==> config.mk <==
export PLATFORM = sky130hd
export DESIGN_NAME = selector_jugada_flat
export DESIGN_NICKNAME = d
export VERILOG_FILES = /design/src/rtl/selector_jugada_if.sv /design/src/rtl/selector_jugada.sv /design/src/flat_wrapper.sv
export SDC_FILE = /design/constraint.sdc
export NUM_CORES = 1
export LEC_CHECK = 0
export CORE_ASPECT_RATIO = 0.8
export CORE_MARGIN = 2
export CORE_UTILIZATION = 45
export DETAILED_ROUTE_END_ITERATION = 8
export GPL_ROUTABILITY_DRIVEN = 0
export PLACE_DENSITY = 0.79
export SYNTH_ARGS = -nofsm -noshare
export SYNTH_HDL_FRONTEND = slang
export SYNTH_SLANG_ARGS = --single-unit
==> constraint.sdc <==
create_clock -name clk -period 2.2 [get_ports clk]
set_input_delay 0.44 -clock clk [delete_from_list [all_inputs] [get_ports clk]]
set_output_delay 0.44 -clock clk [all_outputs]
set_load 0.03 [all_outputs]
==> src/rtl/selector_jugada_if.sv <==
// rtl/selector_jugada_if.sv - move-entry signals between the turn controller, buttons, board and selector
`timescale 1ns/1ps
interface selector_jugada_if;
  logic        turno_inicio;
  logic        btn_arriba;
  logic        btn_abajo;
  logic        btn_izq;
  logic        btn_der;
  logic        btn_confirmar;
  logic [15:0] ocupadas;
  logic [3:0]  posicion;
  logic        habilitar;
  logic        esperando;
  logic        timeout_flag;
  logic        tablero_lleno;

  modport master (
    output turno_inicio, btn_arriba, btn_abajo, btn_izq, btn_der, btn_confirmar, ocupadas,
    input  posicion, habilitar, esperando, timeout_flag, tablero_lleno
  );

  modport slave (
    input  turno_inicio, btn_arriba, btn_abajo, btn_izq, btn_der, btn_confirmar, ocupadas,
    output posicion, habilitar, esperando, timeout_flag, tablero_lleno
  );
endinterface

==> src/rtl/selector_jugada.sv <==
// rtl/selector_jugada.sv - cursor/confirm move selector for the 4x4 board with timeout auto-pick
`timescale 1ns/1ps
module selector_jugada #(
  parameter int TIMEOUT_CYCLES = 500_000_000,
  parameter int CNT_W          = 29
) (
  input logic              clk,
  input logic              rst,
  selector_jugada_if.slave bus
);

  typedef enum logic [1:0] {IDLE, SELECT, SEARCH, COMMIT} state_t;

  localparam logic [CNT_W-1:0] CNT_LAST   = CNT_W'(TIMEOUT_CYCLES - 1);
  localparam logic [CNT_W-1:0] SCAN_LAST  = CNT_W'(15);

  state_t           state, state_nxt;
  logic [3:0]       pos, pos_nxt, pos_inc;
  logic [CNT_W-1:0] cnt, cnt_nxt;
  logic [4:0]       btn_now, btn_prev, btn_edge;
  logic             hab, esp, tflag, lleno;

  // bit order doubles as action priority: confirmar, arriba, abajo, izq, der
  assign btn_now  = {bus.btn_confirmar, bus.btn_arriba, bus.btn_abajo, bus.btn_izq, bus.btn_der};
  assign btn_edge = btn_now & ~btn_prev;
  assign pos_inc  = pos + 4'd1;

  always_ff @(posedge clk or posedge rst) begin
    if (rst) begin
      state    <= IDLE;
      pos      <= 4'd0;
      cnt      <= '0;
      btn_prev <= 5'd0;
    end else begin
      state    <= state_nxt;
      pos      <= pos_nxt;
      cnt      <= cnt_nxt;
      btn_prev <= btn_now;
    end
  end

  always_comb begin
    state_nxt = state;
    pos_nxt   = pos;
    cnt_nxt   = cnt;
    hab       = 1'b0;
    esp       = 1'b0;
    tflag     = 1'b0;
    lleno     = 1'b0;
    case (state)
      IDLE: begin
        if (bus.turno_inicio) begin
          state_nxt = SELECT;
          pos_nxt   = 4'd0;
          cnt_nxt   = '0;
        end
      end
      SELECT: begin
        esp     = 1'b1;
        cnt_nxt = cnt + CNT_W'(1);
        if (cnt == CNT_LAST) begin
          // timeout preempts any button activity this cycle
          tflag     = 1'b1;
          state_nxt = SEARCH;
          cnt_nxt   = '0;
        end else if (btn_edge[4]) begin
          if (!bus.ocupadas[pos]) state_nxt = COMMIT;
        end else if (btn_edge[3]) begin
          pos_nxt = {pos[3:2] - 2'd1, pos[1:0]};
        end else if (btn_edge[2]) begin
          pos_nxt = {pos[3:2] + 2'd1, pos[1:0]};
        end else if (btn_edge[1]) begin
          pos_nxt = {pos[3:2], pos[1:0] - 2'd1};
        end else if (btn_edge[0]) begin
          pos_nxt = {pos[3:2], pos[1:0] + 2'd1};
        end
      end
      SEARCH: begin
        // cnt reused as the count of cells already scanned
        pos_nxt = pos_inc;
        cnt_nxt = cnt + CNT_W'(1);
        if (!bus.ocupadas[pos_inc]) begin
          state_nxt = COMMIT;
        end else if (cnt == SCAN_LAST) begin
          lleno     = 1'b1;
          state_nxt = IDLE;
        end
      end
      COMMIT: begin
        hab       = 1'b1;
        state_nxt = IDLE;
      end
      default: state_nxt = IDLE;
    endcase
  end

  assign bus.posicion      = pos;
  assign bus.habilitar     = hab;
  assign bus.esperando     = esp;
  assign bus.timeout_flag  = tflag;
  assign bus.tablero_lleno = lleno;

endmodule
==> src/flat_wrapper.sv <==
// flat-port wrapper written by rule: the top's interface ports become plain ports
module selector_jugada_flat 
#(
  parameter int TIMEOUT_CYCLES = 500_000_000,
  parameter int CNT_W          = 29
)
  (clk, rst, bus_turno_inicio, bus_btn_arriba, bus_btn_abajo, bus_btn_izq, bus_btn_der, bus_btn_confirmar, bus_ocupadas, bus_posicion, bus_habilitar, bus_esperando, bus_timeout_flag, bus_tablero_lleno);
  selector_jugada_if bus_i ();
  input logic clk;
  input logic rst;
  input wire logic [$bits(bus_i.turno_inicio)-1:0] bus_turno_inicio;
  input wire logic [$bits(bus_i.btn_arriba)-1:0] bus_btn_arriba;
  input wire logic [$bits(bus_i.btn_abajo)-1:0] bus_btn_abajo;
  input wire logic [$bits(bus_i.btn_izq)-1:0] bus_btn_izq;
  input wire logic [$bits(bus_i.btn_der)-1:0] bus_btn_der;
  input wire logic [$bits(bus_i.btn_confirmar)-1:0] bus_btn_confirmar;
  input wire logic [$bits(bus_i.ocupadas)-1:0] bus_ocupadas;
  output wire logic [$bits(bus_i.posicion)-1:0] bus_posicion;
  output wire logic [$bits(bus_i.habilitar)-1:0] bus_habilitar;
  output wire logic [$bits(bus_i.esperando)-1:0] bus_esperando;
  output wire logic [$bits(bus_i.timeout_flag)-1:0] bus_timeout_flag;
  output wire logic [$bits(bus_i.tablero_lleno)-1:0] bus_tablero_lleno;
  assign bus_i.turno_inicio = bus_turno_inicio;
  assign bus_i.btn_arriba = bus_btn_arriba;
  assign bus_i.btn_abajo = bus_btn_abajo;
  assign bus_i.btn_izq = bus_btn_izq;
  assign bus_i.btn_der = bus_btn_der;
  assign bus_i.btn_confirmar = bus_btn_confirmar;
  assign bus_i.ocupadas = bus_ocupadas;
  assign bus_posicion = bus_i.posicion;
  assign bus_habilitar = bus_i.habilitar;
  assign bus_esperando = bus_i.esperando;
  assign bus_timeout_flag = bus_i.timeout_flag;
  assign bus_tablero_lleno = bus_i.tablero_lleno;
  selector_jugada #(.TIMEOUT_CYCLES(TIMEOUT_CYCLES), .CNT_W(CNT_W)) u_core (.clk(clk), .rst(rst), .bus(bus_i));
endmodule
======== After elaboration in Yosys (flattened, before gate mapping) ========
Index checks and enable logic that the tools add are counted.
cells by class
  add/sub/neg operators ................... 6
  equal/unequal tests ..................... 15
  shifts and indexed selects .............. 0
  multipliers ............................. 0
  reductions and logical operators ........ 6
  divide/modulo/power cells ............... 0
  mux-type cells .......................... 29
  $lt $le $gt $ge ......................... 2
  bitwise operators ....................... 2
operators with widths
  cell                                                        count
  case mux 29 bit (3 select lines)                            1
  2-to-1 mux 29 bit                                           2
  adder 29 x 1 -> 29 bit, second input constant               1
  equality test 29 bit, second input constant                 1
  equality test 29 x 4 -> 1 bit, second input constant        1
  2-to-1 mux 4 bit                                            6
  2-to-1 mux 2 bit                                            7
  case mux 4 bit (3 select lines)                             1
  less-than comparator 4 x 5 -> 1 bit, second input constant  2
  != test 2 bit, second input constant                        5
  2-to-1 mux 1 bit                                            9
  != test 3 x 1 -> 1 bit, second input constant               3
  binary-select mux 1 bit (select 4 bit)                      2
  case mux 2 bit (4 select lines)                             1
  AND reduction 7 bit                                         1
  AND 5 bit                                                   1
  inverter 5 bit                                              1
  AND reduction 5 bit                                         1
  adder 2 x 1 -> 2 bit, second input constant                 2
  adder 4 x 1 -> 4 bit, second input constant                 1
  equality test 2 bit, second input constant                  2
  AND reduction 4 bit                                         1
  subtractor 2 x 1 -> 2 bit, second input constant            2
  != test 3 x 2 -> 1 bit, second input constant               1
  other kinds (5)                                             5
storage, ports and cells
  memories ................................ 0
  bits in writable memories ............... 0
  register bits after elaboration ......... 40
  output and inout bits ................... 8
  bits of input ports ..................... 24
  logic and storage cells ................. 65
  memory bits (read-only) ................. 0
  bits in latches ......................... 0

======== Depth between registers and ports, before layout ========
  depth after elaboration ................. 9
  gate-level depth with buffers ........... 9
  mapped depth without buffers ............ 8

======== Worst setup path before layout ========
Ideal clock, no wire load.
  path type ............................... reg2out
  start point ............................. register u_core.pos[0], in the netlist u_core.bus.posicion[0]
  end point ............................... output port bus_tablero_lleno
  data arrival time ....................... 1.962 ns
  data required time ...................... 1.760 ns
  slack ................................... -0.202 ns
  stages on the path, launching flop included .. 7
  path buffers ............................ 2
  cells stage by stage .................... dfrtp_1 -> buf_2 -> buf_2 -> nand3_1 -> xnor2_1 -> mux2i_1 -> and3_1
on the way
  word-level cells in the longest chain between the ends .. 5
RTL lines
  element                                 RTL line               text
  start: declaration                      selector_jugada.sv:18  logic [3:0] pos, pos_nxt, pos_inc;
  start signal: assignment                selector_jugada.sv:36  pos <= pos_nxt;
  adder 4 x 1 -> 4 bit                    selector_jugada.sv:26  assign pos_inc = pos + 4'd1;
  binary-select mux 1 bit (select 4 bit)  selector_jugada.sv:82  if (!bus.ocupadas[pos_inc]) begin
  2-to-1 mux 1 bit (implied by the code)  selector_jugada.sv:82
  2-to-1 mux 1 bit                        selector_jugada.sv:82
  2-to-1 mux 1 bit                        selector_jugada.sv:50  case (state)
  end: declaration                        flat_wrapper.sv:22     output wire logic [$bits(bus_i.tablero_lleno)-1:0] bus_tablero_lleno;
Every way passes these cells. The select of a mux whose other input is x is not followed.

======== Worst setup path in the final report ========
Same ends and word-level chain as after synthesis.

==> flow_metrics.py <==
metrics = {
    "sta": {
        "setup_violations": 3,
        "hold_slack_ns": 0.563,
        "layout_setup_ws_ns": -0.181,
        "fin_skew_ns": 0.00515,
        "post-route-period-util": 1.08,
        "max_freq_ghz": 0.420,
        "drv_slew": 0,
        "setup_tns_ns": -0.372,
        "final.min_clock_period_ns": 2.38,
        "worst_pin_slew_ns": 0.601,
        "hold_viol": 0,
        "slew_headroom": 0.596,
        "rsz0062_at_grt": "true",
    },
    "finish": {
        "final_core_util": 0.613,
        "syn_to_final_growth_pct": 32.5,
        "final-seq-area_sq_mm": 0.00100,
        "n_antenna_cell": 0,
        "mostFrequentLayoutCell": "dfrtp_1",
        "fillCellCount": 440,
        "fin_nets": 357,
        "multi_input_area_sq_mm": 0.00150,
        "layout_common_cells": "dfrtp_1 (38), buf_4 (36), nor2_1 (35)",
        "drive_gt1_frac": 0.226,
    },
    "critical_path": {
        "required_ns": 1.76,
        "arrival_ns": 1.94,
        "r2r_end": "u_core.state[1]",
        "setup.worst_path.end_class": "output pin",
        "r2r_slack_ns": -0.14,
        "critPathKind": "reg2out",
        "rr_worst_depth": 10,
        "worstReg2RegStart": "u_core.bus.posicion[0]",
        "critPathLaunchType": "register",
        "cp_max_fo": 5,
    },
    "global_route": {
        "grt_usage": 0.205,
        "antenna_found_initial": 0,
        "grt_max_degree": 41,
        "overflow": 0,
        "grt_pass1_vias": 2060,
        "grt_pass1_wl_um": 9920,
    },
    "clocking": {
        "cts_buffer_depth": 2,
        "insertion_delay_ns": 0.30,
        "cts_max_level": 2,
        "cts-root-buf": "clkbuf_8",
        "cts_made_buffers": 5,
        "cts_num_sinks": 40,
        "cts_tree": "done",
        "clk_pin_slew_ns": 0.08,
    },
    "logic_synthesis": {
        "yosysSeqAreaShare": 0.401,
        "synth_edf_count": 0,
        "syn-num-nets": 290,
        "syn_area_per_cell_sq_um": 9.61,
        "synth_cells": 260,
        "synthTopCellsByArea": "dfrtp_1 (40%), xor2_1 (6.7%), nor2_1 (5.4%)",
        "ys_warn_count": 0,
        "syn_area_sq_mm": 0.00250,
        "synth_top_area_frac": 0.401,
        "synth-seq-cells": 40,
        "synthArstFlopShare": 1.00,
        "ys.flop_type": "dfrtp_1",
        "yosys.area.top_type": "dfrtp_1",
        "synth.distinct_cells": 46,
    },
    "floorplanning": {
        "die_w_um": 87.3,
        "die-area_sq_mm": 0.00617,
        "initial_utilization": 0.462,
        "io_pins": 32,
        "core_area_sq_mm": 0.00541,
        "die_h_um": 70.7,
        "rows": 24,
    },
    "hold_path": {
        "min_path_type": "reg2reg",
        "whs_path_depth": 2,
        "hp-start": "u_core.cnt[1]",
        "min_to": "u_core.cnt[1]",
    },
    "pwr": {
        "powerDensity_mw_per_mm2": 959,
        "ir_drop_mv": 0.697,
        "p_leak_nw": 1.47,
    },
    "route": {
        "drt_pass1_iterations": 4,
        "dr_wl_met2_um": 2880,
        "ant_nets": 0,
        "vias": 2180,
        "route.met3.wl_um": 359,
        "wire_per_inst_um": 15.8,
        "drtIter0Drc": 139,
        "dr.max_layer_used": "met4",
        "route.detailed.drc": 0,
        "wl_met1_um": 2870,
        "via_per_inst": 5.56,
        "wl_um": 6190,
    },
    "outcome": {
        "status": "complete, but fails checks",
        "violations": "setup timing",
    },
    "placement": {
        "port_buffers": 31,
        "dp_hpwl_um": 4280,
    },
    "job": {
        "drv_cap": 0,
    },
}
## cells in the mapped netlist (6+ instances only)
| library cell | n |
|---|---|
| inv_1 | 10 |
| xnor2_1 | 13 |
| nor4_1 | 7 |
| nand4_1 | 9 |
| mux4_2 | 6 |
| nand3_1 | 10 |
| o21ai_0 | 8 |
| and3_1 | 10 |
| nand2_1 | 22 |
| dfrtp_1 | 40 |
| ha_1 | 6 |
| xor2_1 | 19 |
| nor2_1 | 36 |
| mux2i_1 | 7 |
## through the flow
stage	setup slack, ns	std cells	cell area (sq um)	total power, mW
after floorplan	0.0223	260	2510	1.98
after global placement	-0.178	372	3030	2.30
after detailed placement	-0.214	372	3030	2.34
after CTS	-0.183	386	3200	2.91
after global routing	-0.280	392	3310	3.38
final	-0.181	392	3310	3.18
## worst max-delay path, cell delays in order, from the launching register on
cell and delay (ns):
dfrtp_2 0.44, ha_4 0.31, mux4_2 0.29, mux2i_1 0.16
mux2i_1 0.12, and3_4 0.18, buf_6 0.13
## routing by layer
layer,GRT usage,vias to the layer above
met3,0.0327,9
met1,0.316,1062
met5,0,-
li1,-,1050
met4,0.0667,0
met2,0.295,59
## final cells by class
type / count / area share
Tap cell: 65 / 0.0246
Sequential cell: 40 / 0.303
Clock inverter: 2 / 0.00378
Timing Repair Buffer: 68 / 0.185
Multi-Input combinational cell: 202 / 0.452
Inverter: 10 / 0.0113
Clock buffer: 5 / 0.0208
## worst max-delay path by stage
stage	depth (start not counted)	end	startpoint	slack (ns)
6_report	6	bus_tablero_lleno	u_core.bus.posicion[0]	-0.18
5_1_grt	6	bus_tablero_lleno	u_core.cnt[4]	-0.28
4_1_cts	6	bus_tablero_lleno	u_core.bus.posicion[0]	-0.18
3_5_place_dp	6	bus_tablero_lleno	bus_ocupadas[10]	-0.21
3_3_place_gp	6	bus_tablero_lleno	bus_ocupadas[6]	-0.18
2_1_floorplan	6	bus_tablero_lleno	u_core.bus.posicion[0]	0.02
## logic make-up (layout without fill, tap and decap cells)
logic type	after synthesis	count (layout)	share of synthesized area
multiplexers	14	14	0.0866
buffers and inverters	20	85	0.0381
flip-flops	40	40	0.401
AND/OR/NAND/NOR	121	123	0.257
adder cells (fa/ha/maj)	6	6	0.0300
AO/OA/AOI/OAI	27	27	0.0751
XOR/XNOR	32	32	0.112
## registers in the layout (all words and copies together), names as in the netlist
signal	cells
u_core.state	2
u_core.bus.posicion	4
u_core.cnt	29
u_core.btn_prev	5
## where the power goes
part	total (mW)	switching, mW	internal (mW)
combinational	1.83	0.989	0.837
clock	0.472	0.258	0.215
sequential	0.879	0.0790	0.800
total	3.18	1.33	1.85
## what timing repair did
action,CTS,global route
pin swaps,2,6
gates resized for setup,11,10
buffers inserted,7,4
setup endpoints to repair,3,32
cloned,0,2
hold buffers,0,0
No activity file was read; power rests on OpenSTA's default activity.
